### src/rtl/pwr_level_detector.sv
`default_nettype none
// ============================================================================
// Module   : pwr_level_detector
// Brief    : Windowed min/max/mean power statistics with valid/ready report
//            output, plus a hysteretic carrier-detect comparator.
// Revision : 1.0
// ============================================================================
module pwr_level_detector #(
  parameter int WIDTH        = 32,
  parameter int WIN_MAX_LOG2 = 16,
  parameter int DET_CNT      = 4
) (
  input  logic             clk,
  input  logic             rst_n,
  input  logic             en,
  input  logic             pwr_en,
  input  logic [WIDTH-1:0] pwr_in,
  input  logic [4:0]       win_log2,
  input  logic [WIDTH-1:0] thr_on,
  input  logic [WIDTH-1:0] thr_off,
  output logic             rpt_valid,
  input  logic             rpt_ready,
  output logic [WIDTH-1:0] rpt_max,
  output logic [WIDTH-1:0] rpt_min,
  output logic [WIDTH-1:0] rpt_mean,
  output logic             rpt_ovf,
  output logic             det,
  output logic             det_edge
);

  localparam int         c_ACC_W   = WIDTH + WIN_MAX_LOG2;
  localparam int         c_CNT_W   = WIN_MAX_LOG2 + 1;
  localparam int         c_DET_W   = $clog2(DET_CNT + 1);
  localparam logic [4:0] c_WL_MAX  = 5'(WIN_MAX_LOG2);
  localparam logic [c_CNT_W-1:0] c_CNT_ONE = c_CNT_W'(1);
  localparam logic [c_DET_W-1:0] c_DET_ONE = c_DET_W'(1);
  localparam logic [c_DET_W-1:0] c_DET_LAST = c_DET_W'(DET_CNT - 1);

  typedef enum logic [0:0] {
    ST_IDLE  = 1'b0,
    ST_ACCUM = 1'b1
  } state_t;

  state_t               r_state;
  logic                 r_pwr_en;
  logic [WIDTH-1:0]     r_pwr;
  logic [4:0]           r_wl;
  logic [c_CNT_W-1:0]   r_cnt;
  logic [c_ACC_W-1:0]   r_acc;
  logic [WIDTH-1:0]     r_max;
  logic [WIDTH-1:0]     r_min;
  logic                 r_fin_vld;
  logic [WIDTH-1:0]     r_fin_max;
  logic [WIDTH-1:0]     r_fin_min;
  logic [WIDTH-1:0]     r_fin_mean;
  logic                 r_det_int;
  logic [c_DET_W-1:0]   r_det_cnt;

  logic [4:0]           w_wl_clamp;
  logic                 w_win_last;
  logic [c_ACC_W-1:0]   w_acc_sum;
  logic [c_ACC_W-1:0]   w_mean_full;
  logic [WIDTH-1:0]     w_max;
  logic [WIDTH-1:0]     w_min;
  logic                 w_det_qual;

  assign w_wl_clamp  = (win_log2 > c_WL_MAX) ? c_WL_MAX : win_log2;
  assign w_win_last  = (r_cnt == ((c_CNT_ONE << r_wl) - c_CNT_ONE));
  assign w_acc_sum   = r_acc + {{WIN_MAX_LOG2{1'b0}}, r_pwr};
  assign w_mean_full = w_acc_sum >> r_wl;
  assign w_max       = (r_pwr > r_max) ? r_pwr : r_max;
  assign w_min       = (r_pwr < r_min) ? r_pwr : r_min;
  assign w_det_qual  = r_det_int ? (r_pwr < thr_off) : (r_pwr >= thr_on);

  always_ff @(posedge clk or negedge rst_n) begin
    if (!rst_n) begin
      r_pwr_en <= 1'b0;
      r_pwr    <= '0;
    end else begin
      r_pwr_en <= pwr_en;
      r_pwr    <= pwr_in;
    end
  end

  // Window statistics; the final sample of a window restarts the next one
  // in the same cycle so back-to-back samples never see a gap.
  always_ff @(posedge clk or negedge rst_n) begin
    if (!rst_n) begin
      r_state    <= ST_IDLE;
      r_wl       <= '0;
      r_cnt      <= '0;
      r_acc      <= '0;
      r_max      <= '0;
      r_min      <= '1;
      r_fin_vld  <= 1'b0;
      r_fin_max  <= '0;
      r_fin_min  <= '0;
      r_fin_mean <= '0;
    end else begin
      r_fin_vld <= 1'b0;
      if (!en) begin
        r_state <= ST_IDLE;
      end else begin
        case (r_state)
          ST_IDLE: begin
            r_state <= ST_ACCUM;
            r_wl    <= w_wl_clamp;
            r_cnt   <= '0;
            r_acc   <= '0;
            r_max   <= '0;
            r_min   <= '1;
          end
          ST_ACCUM: begin
            if (r_pwr_en) begin
              if (w_win_last) begin
                r_fin_vld  <= 1'b1;
                r_fin_max  <= w_max;
                r_fin_min  <= w_min;
                r_fin_mean <= w_mean_full[WIDTH-1:0];
                r_wl       <= w_wl_clamp;
                r_cnt      <= '0;
                r_acc      <= '0;
                r_max      <= '0;
                r_min      <= '1;
              end else begin
                r_acc <= w_acc_sum;
                r_max <= w_max;
                r_min <= w_min;
                r_cnt <= r_cnt + c_CNT_ONE;
              end
            end
          end
          default: r_state <= ST_IDLE;
        endcase
      end
    end
  end

  always_ff @(posedge clk or negedge rst_n) begin
    if (!rst_n) begin
      rpt_valid <= 1'b0;
      rpt_ovf   <= 1'b0;
      rpt_max   <= '0;
      rpt_min   <= '0;
      rpt_mean  <= '0;
    end else if (r_fin_vld) begin
      rpt_valid <= 1'b1;
      rpt_ovf   <= rpt_valid && !rpt_ready;
      rpt_max   <= r_fin_max;
      rpt_min   <= r_fin_min;
      rpt_mean  <= r_fin_mean;
    end else if (rpt_valid && rpt_ready) begin
      rpt_valid <= 1'b0;
      rpt_ovf   <= 1'b0;
    end
  end

  // r_det_int switches thresholds immediately; det is its one-cycle-late copy.
  always_ff @(posedge clk or negedge rst_n) begin
    if (!rst_n) begin
      r_det_int <= 1'b0;
      r_det_cnt <= '0;
      det       <= 1'b0;
      det_edge  <= 1'b0;
    end else begin
      det      <= r_det_int;
      det_edge <= r_det_int ^ det;
      if (!en) begin
        r_det_cnt <= '0;
      end else if (r_pwr_en) begin
        if (w_det_qual) begin
          if (r_det_cnt == c_DET_LAST) begin
            r_det_int <= ~r_det_int;
            r_det_cnt <= '0;
          end else begin
            r_det_cnt <= r_det_cnt + c_DET_ONE;
          end
        end else begin
          r_det_cnt <= '0;
        end
      end
    end
  end

endmodule
`default_nettype wire

### config.mk
export PLATFORM = sky130hd
export DESIGN_NAME = pwr_level_detector
export DESIGN_NICKNAME = d
export VERILOG_FILES = /design/src/rtl/pwr_level_detector.sv
export SDC_FILE = /design/constraint.sdc
export NUM_CORES = 1
export LEC_CHECK = 0
export ABC_CLOCK_PERIOD_IN_PS = 5700
export BUFFER_PORTS_ARGS = -buffer_cell sky130_fd_sc_hd__buf_4
export CAP_MARGIN = 40
export CELL_PAD_IN_SITES_DETAIL_PLACEMENT = 0
export CELL_PAD_IN_SITES_GLOBAL_PLACEMENT = 1
export CORE_MARGIN = 5
export CORE_UTILIZATION = 38
export DETAILED_ROUTE_END_ITERATION = 10
export GPL_TIMING_DRIVEN = 0
export MAX_ROUTING_LAYER = met4
export PLACE_DENSITY = 0.64
export SLEW_MARGIN = 10
export SYNTH_ARGS = -nofsm -noshare
export SYNTH_HDL_FRONTEND = slang
export SYNTH_SLANG_ARGS = --single-unit
### constraint.sdc
create_clock -name clk -period 5.7 [get_ports clk]
set_clock_uncertainty 0.1 [all_clocks]
set_input_delay 0.57 -clock clk [delete_from_list [all_inputs] [get_ports clk]]
set_output_delay 0.57 -clock clk [all_outputs]
set_load 0.02 [all_outputs]
==> flow_summary_export.csv <==
group,metric,value,unit
min_path,hold_path_class,"in -> reg",
timing,finalHoldViolations,0,
synthesis,ys_types,99,
timing,setup_viol,0,
pwr,p_sw_share,36.9,%
routing,route.vias.total,22699,
critical_path,crit_arrival,5.66,ns
routing,first_pass_iters,6,
synthesis,syn-cell-area,24700,um2
routing,wl_per_cell,25.9,um
floorplanning,ios,206,
floorplanning,dieArea,70200,um2
placement,portBuffers,205,
timing,rsz0062_at_grt,"false",
critical_path,crit_family,"compound AO/OA/AOI/OAI gates",
critical_path,max_stage_delay,0.73,ns
grt,grt_use_met2,45.6,%
grt,grt_util_met1,37.3,%
placement,globalplace.congestion,0.986,
final_layout,diodes,0,
synthesis,synth_cells,2628,
routing,drc,0,
final_layout,final_nets,3200,
synthesis,seq_area_frac_synth,37.6,%
clocking,htree_levels,2,
timing,timing.fmax,0.188,GHz
routing,vias_per_cell,5.94,
clocking,insertion_delay,0.59,ns
synthesis,async_flop_share,100,%
critical_path,crit_buf_inv,1,
clocking,numCtsBuffers,46,
pwr,pwr-share-clk,34.5,%
floorplanning,dieWidth,265,um
synthesis,synth_top_flop_cell,"dfrtp_1",
synthesis,yosys_warnings,0,
timing,finalCritPeriodShare,93.2,%
timing,fin_hold_ws,0.0526,ns
synthesis,synth_seq_cells,369,
critical_path,crit_chain,"ha_1 > clkbuf_1 > and4_1 > a21oi_1 > o2111a_1 > o31ai_1 > a21oi_1 > a211oi_1 > mux2i_1 > o21ai_0 > o211ai_1",
grt,grt_pass1_vias,22703,
critical_path,cp_max_fo,10,
critical_path,cp-end-kind,"flop",
floorplanning,rows,93,
critical_path,cp-start-kind,"flop",
timing,worstMarginPinSlew,1.01,ns
final_layout,nFillCells,6243,
pwr,internal-power,5.47,mW
floorplanning,core-area,64300,um2
pwr,power_density,294,nW/um2
grt,grt_max_degree,105,
critical_path,crit_top_cell,"a21oi_1",
timing,slew_viol_final,0,
critical_path,cp.required,6.04,ns
pwr,p_leak,14.0,nW
clocking,cts.path.max_buffers,3,
final_layout,final_area,29400,um2
clocking,cts.sinks,369,
status,outcome,"finished clean",
routing,ant_nets,0,
timing,min_period,5.31,ns
floorplanning,dieHeight,265,um
synthesis,synth_edf_count,0,
synthesis,syn_avg_cell_area,9.39,um2
grt,antenna_found_initial,2,
grt,grt-busiest-layer,"met2",
final_layout,drive_above_1_share,18.8,%
routing,wl,99.0,mm
clocking,root_buffer,"clkbuf_16",
critical_path,crit_slowest_cell,"a211oi_1",
grt,grt_pass1_wl,148,mm
clocking,cts_tree,"built",
pwr,power_frac_seq,33.1,%
clocking,cts_setup_buffers,0,
pwr,p_sw,3.19,mW
final_layout,area_delta_synth_final,19.3,%
clocking,clk_pin_slew,0.07,ns
timing,max_slew_margin,30.8,%
placement,placed_cell_area,27500,um2
pwr,combPwrFrac,32.4,%
pwr,peakVddDrop,0.000188,V
critical_path,crit_type,"reg -> reg",
routing,first_iter_violations,1859,
job,maxCapViolCount,0,
grt,grt_use_met3,3.56,%
grt,grt_use_total,28.1,%
floorplanning,start_util,38.4,%
synthesis,syn-num-nets,2896,
placement,dp_hpwl,77.8,mm
grt,globalRoute.totalOverflow,0,
[flip-flops by register name, indices dropped and copies added (netlist names), 3 cells and up]
name,flops
r_acc,48
r_pwr,32
r_fin_mean,32
r_min,32
r_det_cnt,3
r_cnt,17
rpt_mean,32
r_fin_min,32
r_max,32
r_wl,5
rpt_max,32
r_fin_max,32
rpt_min,32
[synthesized netlist by cell type, types with 56 or more instances]
master	n	area, um2
inv_1	147	552
clkbuf_1	115	432
nand4_1	62	388
nand3_1	56	280
o21ai_0	197	986
dfrtp_1	337	8430
mux2_2	107	1200
a21o_1	82	616
a21oi_1	114	571
ha_1	161	2010
nor3_1	59	295
mux2i_1	104	1040
nand2_1	245	920
nor2_1	110	413
[timing repair]
item                                    in CTS  in global routing
endpoints found under the setup margin     222                189
gates cloned                                 0                  0
hold buffers                                34                  0
endpoints found under the hold margin      114                  0
resized for setup                            7                 13
[worst reg2reg max path: stages, from the launching register on]
cell and delay (ns):
dfrtp_1 0.64, ha_1 0.59, clkbuf_1 0.51, and4_1 0.37, a21oi_1 0.22, o2111a_1 0.32, o31ai_1 0.59, a21oi_1 0.17
a211oi_1 0.73, mux2i_1 0.32, o21ai_0 0.49, o211ai_1 0.14
[area by class of cell]
cell class	instances	area (um2)	area share [%]
clock inverter	27	289	0.982
buffer	160	668	2.27
clock buffer	58	1250	4.23
inverter	150	567	1.93
multi-input combinational	1947	14200	48.3
tap	855	1070	3.63
sequential	369	9270	31.5
timing repair buffer	258	2110	7.18
[worst paths after layout]
path                                startpoint                         end  slack [ns]  cells past startpoint
setup / recovery           r_pwr[21]$_DFF_PN0_  r_fin_mean[19]$_DFFE_PN0P_        0.39                     11
hold / removal                              en           r_state$_DFF_PN0_        0.05                      1
setup reg to reg           r_pwr[21]$_DFF_PN0_  r_fin_mean[19]$_DFFE_PN0P_        0.39                     11
hold reg to reg                  det$_DFF_PN0_          det_edge$_DFF_PN0_        0.37                      1
max in group asynchronous                rst_n       r_acc[35]$_DFFE_PN0P_        3.60                      4
min in group asynchronous                rst_n     rpt_min[12]$_DFFE_PN0P_        0.48                      2
[placed cells by master, fill, tap and decap left out, drive strengths merged, types with 104 or more instances in the layout]
cell / synthesis / final
mux2i: 104 / 104
buf: 46 / 268
nand2: 245 / 245
a21oi: 120 / 120
mux2: 107 / 107
clkbuf: 116 / 173
nor2: 114 / 114
ha: 161 / 161
inv: 149 / 152
o21ai: 216 / 216
dfrtp: 337 / 337
[power groups by stage]
stage | clock network [mW] | logic (mW) | registers, mW
final | 2.99 | 2.81 | 2.87
after global routing | 3.16 | 3.00 | 2.88
after CTS | 3.06 | 2.74 | 2.87
after detailed placement | 0 | 2.71 | 2.91
after global placement | 0 | 2.67 | 2.91
after floorplan | 0 | 1.75 | 2.85
[metal layers]
layer  vias to the layer above  share of wire (%)
li1                      10420                  -
met5                         -                  0
met2                       748                 47
met1                     11354                 44
met4                         0                3.5
met3                       177                5.4
[per-stage QoR]
step           power (mW)  TNS, ns  cells  setup WS, ns  util [%]
6_report             8.67        0   3824         0.387      45.8
5_1_grt              9.05        0   3824        0.0309      45.8
4_1_cts              8.67        0   3824        0.0269      45.7
3_5_place_dp         5.62  -105.28   3707        -0.922      42.8
3_3_place_gp         5.58  -150.25   3688         -1.12      42.4
2_1_floorplan        4.60        0   2628          1.44         -
[cell families (layout without fill, tap and decap cells)]
family	after synthesis	count (layout)	share of synthesized area, %
AO/OA/AOI/OAI	805	805	22.5
adder cells (fa/ha/maj)	162	162	8.24
flip-flops	369	369	37.6
buffers and inverters	312	653	4.98
AND/OR/NAND/NOR	707	707	14.3
multiplexers	230	230	10.8
XOR/XNOR	43	43	1.64
Note: power is estimated with default switching activity, not from simulation.
